<file path="src/rtl/onfi_reg_bank.sv">
// onfi_reg_bank: Wishbone register bank issuing per-channel ONFI commands and collecting status
module onfi_reg_bank #(
  parameter int          MM_DATA_W = 32,
  parameter int          MM_ADDR_W = 8,
  parameter int          N_CH      = 2,
  parameter logic [31:0] ID_VALUE  = 32'hdeaddead
) (
  input  logic                   mm_clk_i,
  input  logic                   mm_rst_i,
  input  logic                   mm_cyc_i,
  input  logic                   mm_stb_i,
  input  logic                   mm_we_i,
  input  logic [MM_ADDR_W-1:0]   mm_addr_i,
  input  logic [MM_DATA_W/8-1:0] mm_sel_i,
  input  logic [MM_DATA_W-1:0]   mm_dat_i,
  output logic [MM_DATA_W-1:0]   mm_dat_o,
  output logic                   mm_ack_o,
  output logic                   mm_err_o,
  output logic [N_CH-1:0]        cmd_valid_o,
  input  logic [N_CH-1:0]        cmd_ready_i,
  output logic [32*N_CH-1:0]     cmd_word_o,
  output logic [32*N_CH-1:0]     cmd_addr_o,
  input  logic [N_CH-1:0]        done_i,
  input  logic [N_CH-1:0]        fail_i,
  output logic                   irq_o
);
  localparam int CW = N_CH > 1 ? $clog2(N_CH) : 1;
  localparam int PW = MM_ADDR_W - 4;
  typedef enum logic {S_IDLE, S_RESP} state_t;
  state_t                 r_state;
  logic                   r_ack, r_err, r_irq;
  logic [MM_DATA_W-1:0]   r_dat;
  logic [31:0]            r_scratch;
  logic [31:0]            r_cmd  [N_CH];
  logic [31:0]            r_addr [N_CH];
  logic [31:0]            r_snap [N_CH];
  logic [N_CH-1:0]        r_busy, r_done, r_fail;
  logic                   w_req, w_is_id, w_is_scr, w_is_ch, w_is_cmd, w_is_sts, w_is_adr, w_bad, w_wr;
  logic                   w_unused;
  logic [PW-1:0]          w_page;
  logic [1:0]             w_off;
  logic [CW-1:0]          w_ch;
  logic [31:0]            w_mask, w_rdata;
  logic [N_CH-1:0]        w_chv, w_wcmd, w_wadr, w_go, w_clr_d, w_clr_f, w_irq_en;
  assign w_unused = ^mm_addr_i[1:0];
  assign w_req    = r_state == S_IDLE && mm_cyc_i && mm_stb_i;
  // Page 0 holds ID/SCRATCH; page p>0 is channel p-1 with CMD/STATUS/ADDR in its first three words.
  assign w_page   = mm_addr_i[MM_ADDR_W-1:4];
  assign w_off    = mm_addr_i[3:2];
  assign w_ch     = CW'(w_page - PW'(1));
  assign w_is_ch  = w_page != '0 && w_page <= PW'(N_CH);
  assign w_is_id  = w_page == '0 && w_off == 2'd0;
  assign w_is_scr = w_page == '0 && w_off == 2'd1;
  assign w_is_cmd = w_is_ch && w_off == 2'd0;
  assign w_is_sts = w_is_ch && w_off == 2'd1;
  assign w_is_adr = w_is_ch && w_off == 2'd2;
  assign w_bad    = !(w_is_id || w_is_scr || w_is_cmd || w_is_sts || w_is_adr) ||
                    (mm_we_i && (w_is_id || (w_is_cmd && r_busy[w_ch])));
  assign w_wr     = w_req && mm_we_i && !w_bad;
  assign w_mask   = {{8{mm_sel_i[3]}}, {8{mm_sel_i[2]}}, {8{mm_sel_i[1]}}, {8{mm_sel_i[0]}}};
  assign w_chv    = w_is_ch ? N_CH'(1) << w_ch : '0;
  assign w_wcmd   = {N_CH{w_wr && w_is_cmd}} & w_chv;
  assign w_wadr   = {N_CH{w_wr && w_is_adr}} & w_chv;
  assign w_go     = w_wcmd & {N_CH{mm_sel_i[0] & mm_dat_i[0]}};
  assign w_clr_d  = {N_CH{w_wr && w_is_sts && mm_sel_i[0] && mm_dat_i[0]}} & w_chv;
  assign w_clr_f  = {N_CH{w_wr && w_is_sts && mm_sel_i[0] && mm_dat_i[1]}} & w_chv;
  assign w_rdata  = w_is_id  ? ID_VALUE :
                    w_is_scr ? r_scratch :
                    w_is_cmd ? r_cmd[w_ch] :
                    w_is_sts ? {r_busy[w_ch], 29'b0, r_fail[w_ch], r_done[w_ch]} :
                    w_is_adr ? r_addr[w_ch] : 32'h0;
  for (genvar c = 0; c < N_CH; c++) begin : g_ch
    assign cmd_word_o[32*c +: 32] = r_cmd[c];
    assign cmd_addr_o[32*c +: 32] = r_busy[c] ? r_snap[c] : r_addr[c];
    assign w_irq_en[c]            = r_cmd[c][1];
  end
  assign cmd_valid_o = r_busy;
  assign mm_ack_o    = r_ack;
  assign mm_err_o    = r_err;
  assign mm_dat_o    = r_dat;
  assign irq_o       = r_irq;
  // Bus FSM with registered response, register commits, command handshake and sticky status.
  always_ff @(posedge mm_clk_i) begin
    if (mm_rst_i) begin
      r_state   <= S_IDLE;
      r_ack     <= 1'b0;
      r_err     <= 1'b0;
      r_dat     <= '0;
      r_irq     <= 1'b0;
      r_scratch <= '0;
      r_busy    <= '0;
      r_done    <= '0;
      r_fail    <= '0;
      for (int c = 0; c < N_CH; c++) begin
        r_cmd[c]  <= '0;
        r_addr[c] <= '0;
        r_snap[c] <= '0;
      end
    end else begin
      r_state <= w_req ? S_RESP : S_IDLE;
      r_ack   <= w_req && !w_bad;
      r_err   <= w_req && w_bad;
      r_dat   <= (w_req && !mm_we_i && !w_bad) ? w_rdata : '0;
      if (w_wr && w_is_scr) r_scratch <= (r_scratch & ~w_mask) | (mm_dat_i & w_mask);
      r_busy <= w_go | (r_busy & ~cmd_ready_i);
      r_done <= (r_done & ~w_clr_d) | done_i;
      r_fail <= (r_fail & ~w_clr_f) | fail_i;
      r_irq  <= |(w_irq_en & (r_done | r_fail));
      for (int c = 0; c < N_CH; c++) begin
        if (w_wcmd[c]) r_cmd[c] <= ((r_cmd[c] & ~w_mask) | (mm_dat_i & w_mask)) & ~32'd1;
        if (w_wadr[c]) r_addr[c] <= (r_addr[c] & ~w_mask) | (mm_dat_i & w_mask);
        if (w_go[c]) r_snap[c] <= r_addr[c];
      end
    end
  end
endmodule

</file>
<file path="config.mk">
export PLATFORM = sky130hd
export DESIGN_NAME = onfi_reg_bank
export DESIGN_NICKNAME = d
export VERILOG_FILES = /design/src/rtl/onfi_reg_bank.sv
export SDC_FILE = /design/constraint.sdc
export NUM_CORES = 1
export LEC_CHECK = 0
export ABC_AREA = 1
export CAP_MARGIN = 10
export CORE_UTILIZATION = 35
export DETAILED_ROUTE_END_ITERATION = 7
export GPL_TIMING_DRIVEN = 0
export SETUP_SLACK_MARGIN = 0.02
export SLEW_MARGIN = 0
export SYNTH_ARGS = -nofsm -noshare
export SYNTH_HDL_FRONTEND = slang
export SYNTH_SLANG_ARGS = --single-unit
</file>
<file path="constraint.sdc">
create_clock -name mm_clk_i -period 10.1 [get_ports mm_clk_i]
set_input_delay 2.02 -clock mm_clk_i [delete_from_list [all_inputs] [get_ports mm_clk_i]]
set_output_delay 2.02 -clock mm_clk_i [all_outputs]
set_load 0.02 [all_outputs]
</file>
==> flow_metrics.py <==
metrics = {
    "layout": {
        "multi_input_comb_area_um2": 4200,
        "utilization_pct": 46.3,
        "syn_to_final_growth_pct": 30.6,
        "nNetsFinal": 1704,
        "fill_cells": 3362,
        "regArea_um2": 7190,
        "layout-drive-gt1-share_pct": 7.18,
        "layout.cells.non_filler": 2127,
    },
    "critical_path": {
        "crit_fanout": 10,
        "critPathCaptureType": "output port",
        "worst-path-buf-inv": 3,
        "critPathKind": "reg -> out",
        "path_cells": "clkbuf_1 -> clkbuf_1 -> nand2_1 -> o21ai_0 -> clkdlybuf4s50_1",
        "required_ns": 8.08,
        "worstPathArrival_ns": 3.20,
        "startpoint_type": "flop",
        "cpMaxStageDelayCell": "clkdlybuf4s50_1",
        "critPathTopFamily": "buffers and inverters",
        "crit_path_max_incr_delay_ns": 0.73,
        "crit_path_frequent_cell": "clkbuf_1",
    },
    "sta": {
        "period_needed_ns": 5.22,
        "hold_violations": 0,
        "setup_violations": 0,
        "whs_ns": 0.487,
        "maxSlewViolCount": 0,
        "fmax_mhz": 191,
        "rsz0062_at_grt": "false",
        "relSlewSlack_pct": 36.5,
        "finalCritPeriodShare_pct": 51.7,
        "tightest_slew_ns": 0.953,
        "skew_ns": 0.00964,
        "fin_setup_tns_ns": 0,
    },
    "die": {
        "die-area_um2": 35600,
        "die_w_um": 189,
        "die_h_um": 189,
        "rows": 68,
        "initial_core_util_pct": 35.4,
        "coreArea_um2": 34500,
        "ios": 220,
    },
    "run": {
        "cap_violations": 0,
    },
    "yosys": {
        "yosysWarnings": 0,
        "ys_ff_latch": 264,
        "synth_top_area_share_pct": 46.7,
        "syn_area_per_cell_um2": 8.71,
        "netlist_top_cells_area": "edfxtp_1, dfxtp_1, nand2_1, nor2_1, a21oi_1",
        "netlist_instances": 1402,
        "synth_top_area_cell": "edfxtp_1",
        "synth_cell_types": 30,
        "syn-cell-area_um2": 12200,
        "synth.yosys.seq_area_share_pct": 58.8,
    },
    "clocking": {
        "post_cts_resized": 0,
        "clk_path_buf_depth": 3,
        "post-cts-setup-buffers": 0,
        "cts_sinks": 264,
        "path_clk_slew_ns": 0.06,
        "h-tree-depth": 1,
        "cts_tree": "done",
        "cts_inserted_buffers": 29,
        "worst_skew_pair.late_latency_ns": 0.55,
        "hold_buffers": 0,
        "cts-root-buf": "clkbuf_16",
    },
    "pwr": {
        "seqPwrFrac_pct": 48.9,
        "switchingPower_w": 0.000600,
        "p_clk_share_pct": 42.1,
        "vdd_drop_max_uv": 119,
        "sw_frac_of_total_pct": 24.3,
        "powerDensity_nw_per_um2": 155,
        "leakage_nw": 6.00,
        "comb_power_share_pct": 9.0,
        "finalPower_w": 0.00247,
        "intPower_w": 0.00187,
    },
    "worst_hold_path": {
        "hp-class": "reg -> reg",
    },
    "detailed_routing": {
        "drt_iter0_drc": 1229,
        "ant_nets": 0,
        "drc_errors": 0,
        "dr.pass1.iters": 5,
        "vias_per_cell": 5.11,
        "wirelength_um": 43200,
        "wl_per_cell_um": 20.3,
        "via_count": 10868,
    },
    "grt": {
        "gr-total-overflow": 0,
        "antenna_found_initial": 1,
        "track_usage_pct": 23.9,
        "grt_max_degree": 33,
        "grt_pass1_wl_um": 63500,
        "grt_pass1_vias": 10354,
    },
    "placed_design": {
        "dp_hpwl_um": 30500,
        "place_congestion": 0.849,
        "place_inst": 2073,
        "io_buffers": 211,
    },
    "status": {
        "status": "finished, final reports clean",
    },
}
[kinds of logic (layout without fill, tap and decap cells)]
group	count (synthesis)	after routing	synth area share, %
mux	1	1	0.0820
simple gates	604	604	20.0
compound gates	326	326	13.7
flops	264	264	58.8
buf+inv	206	474	7.25
other cells	1	3	0.0307
[path summary, 6_finish.rpt]
check,slack (ns),cells after the start,startpoint,endpoint
worst max register to register,7.59,9,cmd_valid_o[0]$_SDFF_PP0_,r_snap[0][46]$_SDFFCE_PN0P_
worst min register to register,0.49,2,r_fail[0]$_SDFF_PP0_,r_fail[0]$_SDFF_PP0_
worst max-delay path,4.88,5,cmd_valid_o[0]$_SDFF_PP0_,cmd_addr_o[0]
worst min-delay path,0.49,2,r_fail[0]$_SDFF_PP0_,r_fail[0]$_SDFF_PP0_
[power groups by stage]
| stage | combinational [W] | clock [W] | sequential [W] |
|---|---|---|---|
| after floorplan | 0.0000979 | 0 | 0.00124 |
| after global placement | 0.000212 | 0 | 0.00123 |
| after detailed placement | 0.000220 | 0 | 0.00123 |
| after CTS | 0.000221 | 0.00105 | 0.00121 |
| after global routing | 0.000238 | 0.00109 | 0.00121 |
| final | 0.000223 | 0.00104 | 0.00121 |
[final cells by class]
cell class	count	share of cell area [%]
Tap cell	455	3.57
Antenna cell	1	0.0157
Timing Repair Buffer	215	13.8
Sequential cell	264	45.0
Buffer	82	2.63
Multi-Input combinational cell	933	26.3
Clock inverter	17	0.996
Clock buffer	36	4.71
Inverter	124	2.92
[synth_stat cells]
master      n
a221oi_1    1
nand3_1    10
nor2_1    239
o211ai_1    1
buf_4       2
nand2_1   317
nand3_2     1
clkinv_1    1
nand3_4     2
inv_1     117
dfxtp_1    74
nor3_2      1
nor2_2     22
mux2i_1     1
nor2_8      1
nand2_2     6
a21oi_1   159
nand4_4     1
buf_2      12
o21ai_0   134
buf_6      12
inv_2       6
nor4_1      1
clkbuf_1   53
buf_1       3
conb_1      1
edfxtp_1  190
a31oi_1    30
nor2_4      3
o21ai_2     1
[through the flow]
step                      area [um2]  setup WS [ns]
after floorplan                12200           4.45
after global placement         14900           1.56
after detailed placement       15000           5.11
after CTS                      16000           4.94
after global routing           16000           4.85
final                          16000           4.88
[placed cells by master, fill, tap and decap left out, types with 29 or more instances in the layout]
cell type and instances:
o21ai_0 130, nand2_1 315, clkdlybuf4s50_1 211, inv_1 117
dfxtp_1 74, edfxtp_1 190, a31oi_1 30, nor2_1 239
clkbuf_16 29, a21oi_1 159, clkbuf_1 60
[worst register-to-register path: stages, from the launching register on]
cell and delay, ns:
dfxtp_1 0.41, nand2_1 0.12, nand2_1 0.09, nand3_1 0.09, nand2_1 0.06, nand2_1 0.13
nand3_4 0.16, nor2_8 0.17, nand3_1 0.13, nand2_2 0.75
[routing by layer]
metal / share of wire [%] / global-route usage, % / vias up
li1: - / - / 5119
met1: 42 / 33.1 / 5093
met2: 45 / 37.7 / 584
met3: 10 / 4.53 / 72
met4: 2.6 / 7.44 / 0
met5: 0 / 0 / -
(Power assumes the default switching activity.)
==> variant 1, RTL diff (config.mk and constraints unchanged) <==
The parameter `N_CH` goes from 2 to 1.
--- a/src/rtl/onfi_reg_bank.sv
+++ b/src/rtl/onfi_reg_bank.sv
@@ -2,7 +2,7 @@
 module onfi_reg_bank #(
   parameter int          MM_DATA_W = 32,
   parameter int          MM_ADDR_W = 8,
-  parameter int          N_CH      = 2,
+  parameter int          N_CH      = 1,
   parameter logic [31:0] ID_VALUE  = 32'hdeaddead
 ) (
   input  logic                   mm_clk_i,
Interface: changed (6 resized); port bits go from 220 to 152. No check against the original RTL was run, so the function may have changed too.
==> variant 1 against the unedited design <==
  * Area after synthesis fell by 40%
  * Wire length decreased by 47%
  * Sequential cell count down 98
  * Worst setup slack gained 0.38 ns
  * Fmax rose by 7.9%
  * Cell count fell by 39%
  * Final area down 39%
  * Clock power fell by 39%
  * Power fell by 40%
  * Largest cell class unchanged
  * Largest power group unchanged
==> variant 1: results (changes against the unedited design) <==
| Metric | Value |
|---|---|
| RR Endpoint | r_cmd[0][27] |
| EDFF count, synth | 95 (-50%) |
| Final #Nets | 1076 (-37%) |
| Final Critical Period | 4.84 ns (-0.382 ns) |
| Count of cell types in the netlist | 33 (+10%) |
| Met2 usage | 0.354 (-0.0228) |
| Overall global routing resource usage | 0.213 (-0.0258) |
| Total number of vias | 6345 (-42%) |
| Gpl congestion | 0.813 (-4.2%) |
| Largest net degree at the start of global routing | 32 (-3.0%) |
| Pleak | 3.81 nW (-37%) |
| Post-Place Cells | 1275 (-38%) |
| Top cells by count, synth | nor2_1, nand2_1, a21oi_1 |
| CTS max path bufs | 2 (-1) |
| R2R depth | 5 (-4) |
| Cell Area, Placed | 9200 µm² (-39%) |
| Least-Margin Pin Slew | 0.929 ns (-0.0245 ns) |
| First-pass GRT wire length | 34.4 mm (-46%) |
| Reg-to-Reg Start | cmd_valid_o |
| Via/cell ratio | 4.85 (-5.0%) |
| Worst setup path endpoint | cmd_addr_o[21] |
| R2R Setup Slk | 7.53 ns (-0.06 ns) |
| Met1 usage | 0.282 (-0.0491) |
| Met3 usage | 0.0438 (-0.00147) |
| Area contributors post-synth | edfxtp_1, dfxtp_1, nor2_1, a21oi_1, nand2_1 |
| Syn Nets | 911 |
| Detailed Place HPWL | 15.8 mm (-48%) |
| Diode count | 0 (-1) |
| Fillcell total | 2019 (-40%) |
| H-tree depth | 4 (+3) |
| Routed WL | 22.8 mm (-47%) |
| Share of cells above drive strength 1 | 0.0608 (-0.0111) |
| Clock Latency Late Sink | 0.43 ns (-0.12 ns) |
| Sequential fraction of the synthesis area | 0.582 (-0.00686) |
| Vias in the first global route | 5953 (-43%) |
| DRT iter0 DRCs | 617 (-50%) |
| Port-buffer cells | 144 (-32%) |
| Status | completed |
| Setup Slack @ Placement | 4.85 ns (-0.264 ns) |
| Mapped Cells | 859 (-39%) |
| CTS Buf Count | 17 (-41%) |
| Hold Slack | 0.486 ns (-0.00104 ns) |
| Worst Clk Skew | 0.00811 ns (-0.00152 ns) |
variant 1: changes by cell type after synthesis, sizes merged, moves of 20 or more:
cell and change:
a22oi +20, a21oi -47, edfxtp -95, nor2 -76, nand2 -181, clkbuf -22
a31oi -29, o21ai -99
variant 1: kinds of logic (layout without fill, tap and decap cells):
family	Yosys count	count (layout)	synth area share
buffers and inverters	163	341	0.0894
DFF	166	166	0.582
AOI/OAI and AO/OA	183	183	0.138
and+or+nand+nor	346	346	0.191
other	1	1	0.000510
variant 1: cell type report:
cell class                      count  area, µm²  area share
Inverter                          116        435      0.0446
Timing Repair Buffer              146       1490       0.152
Clock buffer                       17        425      0.0436
Tap cell                          270        338      0.0346
Sequential cell                   166       4270       0.438
Buffer                             47        221      0.0227
Multi-Input combinational cell    530       2440       0.250
Clock inverter                     15        141      0.0145
variant 1: worst max-delay path: stages, from the launching register on:
cell and delay (ns):
dfxtp_1 0.49, clkbuf_1 0.43, clkbuf_1 0.51, nand2_1 0.11, o21ai_0 0.16, clkdlybuf4s50_1 0.68
variant 1: power breakdown:
| part | switching (mW) | internal, mW | total, mW |
|---|---|---|---|
| clock network | 0.292 | 0.345 | 0.637 |
| logic | 0.0685 | 0.0475 | 0.116 |
| registers | 0.00913 | 0.727 | 0.736 |
variant 1: routing by layer:
metal / routed length, µm / part of all wire / vias up
li1: - / - / 3125
met1: 9940 / 0.44 / 2952
met2: 11000 / 0.48 / 242
met3: 1510 / 0.066 / 26
met4: 345 / 0.015 / 0
met5: 0 / 0 / -
==> variant 2, RTL diff (same flow settings) <==
Made on the original files. Make the reset (`mm_rst_i`) asynchronous in one clocked block.
--- a/src/rtl/onfi_reg_bank.sv
+++ b/src/rtl/onfi_reg_bank.sv
@@ -80,7 +80,7 @@
   assign mm_dat_o    = r_dat;
   assign irq_o       = r_irq;
   // Bus FSM with registered response, register commits, command handshake and sticky status.
-  always_ff @(posedge mm_clk_i) begin
+  always_ff @(posedge mm_clk_i or posedge mm_rst_i) begin
     if (mm_rst_i) begin
       r_state   <= S_IDLE;
       r_ack     <= 1'b0;
Check against the original RTL: differs if mm_rst_i is asserted again (counterexample within 4 cycles, from zero or initial values and one cycle with mm_rst_i high); with mm_rst_i held inactive, the same outputs for 4 cycles.
==> variant 2 against the unedited design <==
  * Worst setup slack improved by 0.33 ns
  * Area after synthesis grew 1.8%
  * Largest cell class unchanged
  * Clock skew up 0.0013 ns
  * Critical path depth unchanged
  * Sequential cell count unchanged
  * Global-route usage rose by 1.7 points
  * Power shrank 7.0%
  * Clock power increased by 6%
  * Largest power group is now clock
  * Highest routed layer unchanged
  * Wire length up 6.6%
  * Final area increased by 1.4%
  * Die area up 1.8%
==> variant 2: results (changes against the unedited design) <==
| Metric | Value |
|---|---|
| Seq. cell area | 6610 µm² (-8.1%) |
| Arr. time, crit path | 2.87 ns (-0.33 ns) |
| Reg-to-Reg Start | cmd_valid_o[0] |
| Largest net degree at the start of global routing | 121 (+270%) |
| R2R depth | 11 (+2) |
| Inverters | 51 (-59%) |
| FF+latch count | 264 (unchanged) |
| Buffer share of cell area | 0.163 (-0.00126) |
| Met2 WL post-DR | 20.2 mm (+2.9%) |
| Internal power | 1.74 mW (-6.6%) |
| Met2 usage | 0.385 (+0.00806) |
| Final #Nets | 1908 (+12%) |
| Sequential fraction of the synthesis area | 0.531 (-0.0573) |
| Worst setup path endpoint | cmd_addr_o[61] |
| Multi-input combinational cell count | 1195 (+28%) |
| Multi-input gate share of total cell area | 0.319 (+0.0558) |
| CTS Buf Count | 30 (+3.4%) |
| Share of cells above drive strength 1 | 0.0575 (-0.0143) |
| Count of cell types in the netlist | 34 (+13%) |
| CP startpoint | cmd_valid_o[1] |
| Gpl congestion | 0.882 (+3.9%) |
| First-pass GRT wire length | 70.5 mm (+11%) |
| Vias in the first global route | 11745 (+13%) |
| Status | completed |
| Overall global routing resource usage | 0.256 (+0.0167) |
| Switch share | 0.239 (-0.00395) |
| Metal3 WL | 4.17 mm (-5.0%) |
| Area contributors post-synth | dfrtp_1, nand2_1, nand3_1, o21ai_0, clkbuf_1 |
| Clkbuf count | 45 (+25%) |
| Hold_sp | r_state |
| Slew margin rel. | 0.428 (+0.0630) |
| Hold depth | 1 (-1) |
| ClkCell Share | 0.0619 (+0.00486) |
| Ys async rst share | 1.00 (+1.00) |
| Port-buffer cells | 210 (-0.47%) |
| Final Critical Period | 4.89 ns (-0.333 ns) |
| Top cells by count, synth | nand2_1, dfrtp_1, nand3_1 |
| Worst VDD drop | 0.124 mV (+4.2%) |
| R2R Setup Slk | 7.53 ns (-0.06 ns) |
| Fillcell total | 3509 (+4.4%) |
| Setup Slack @ Placement | 5.42 ns (+0.309 ns) |
| Met1 usage | 0.369 (+0.0381) |
| Non-clk bufs | 311 (+4.7%) |
| Met3 usage | 0.0427 (-0.00257) |
| M1 wire length | 20.2 mm (+12%) |
| Hold worst-path end | r_state |
| Cell Area, Placed | 15200 µm² (+0.87%) |
| Via/cell ratio | 5.16 (+0.89%) |
| Comb power frac | 0.056 (-0.034) |
| Synthesis warning total | 0 (unchanged) |
| Primary FF master, synth | dfrtp_1 |
| Detailed Place HPWL | 34.0 mm (+12%) |
| Hold Slack | 0.422 ns (-0.0650 ns) |
| Worst Clk Skew | 0.0109 ns (+0.00128 ns) |
| Pleak | 8.00 nW (+33%) |
| Clock share of power | 0.480 (+0.059) |
[variant 2: cell count changes after synthesis, sizes merged, moves of 3 or more]
cell,before,now
a21oi,159,34
a31oi,30,21
buf,29,35
clkbuf,53,64
dfrtp,0,264
dfxtp,74,0
edfxtp,190,0
inv,123,50
nand2,323,753
nand3,13,252
nor2,265,37
o211ai,1,4
o21ai,135,80
or2,0,4
[variant 2: cells by family (layout without fill, tap and decap cells)]
family | Yosys count | in the layout | synth area share
simple gates | 1050 | 1050 | 0.352
flops | 264 | 264 | 0.531
buf+inv | 150 | 418 | 0.0545
compound gates | 141 | 141 | 0.0605
mux | 2 | 2 | 0.00161
other cells | 1 | 3 | 0.000301
[variant 2: stage by stage]
step,std cells,utilization
finish,2333,0.466
detailed placement,2276,0.437
global placement,2274,0.435
floorplan,1609,-
CTS,2332,0.466
global route,2332,0.466
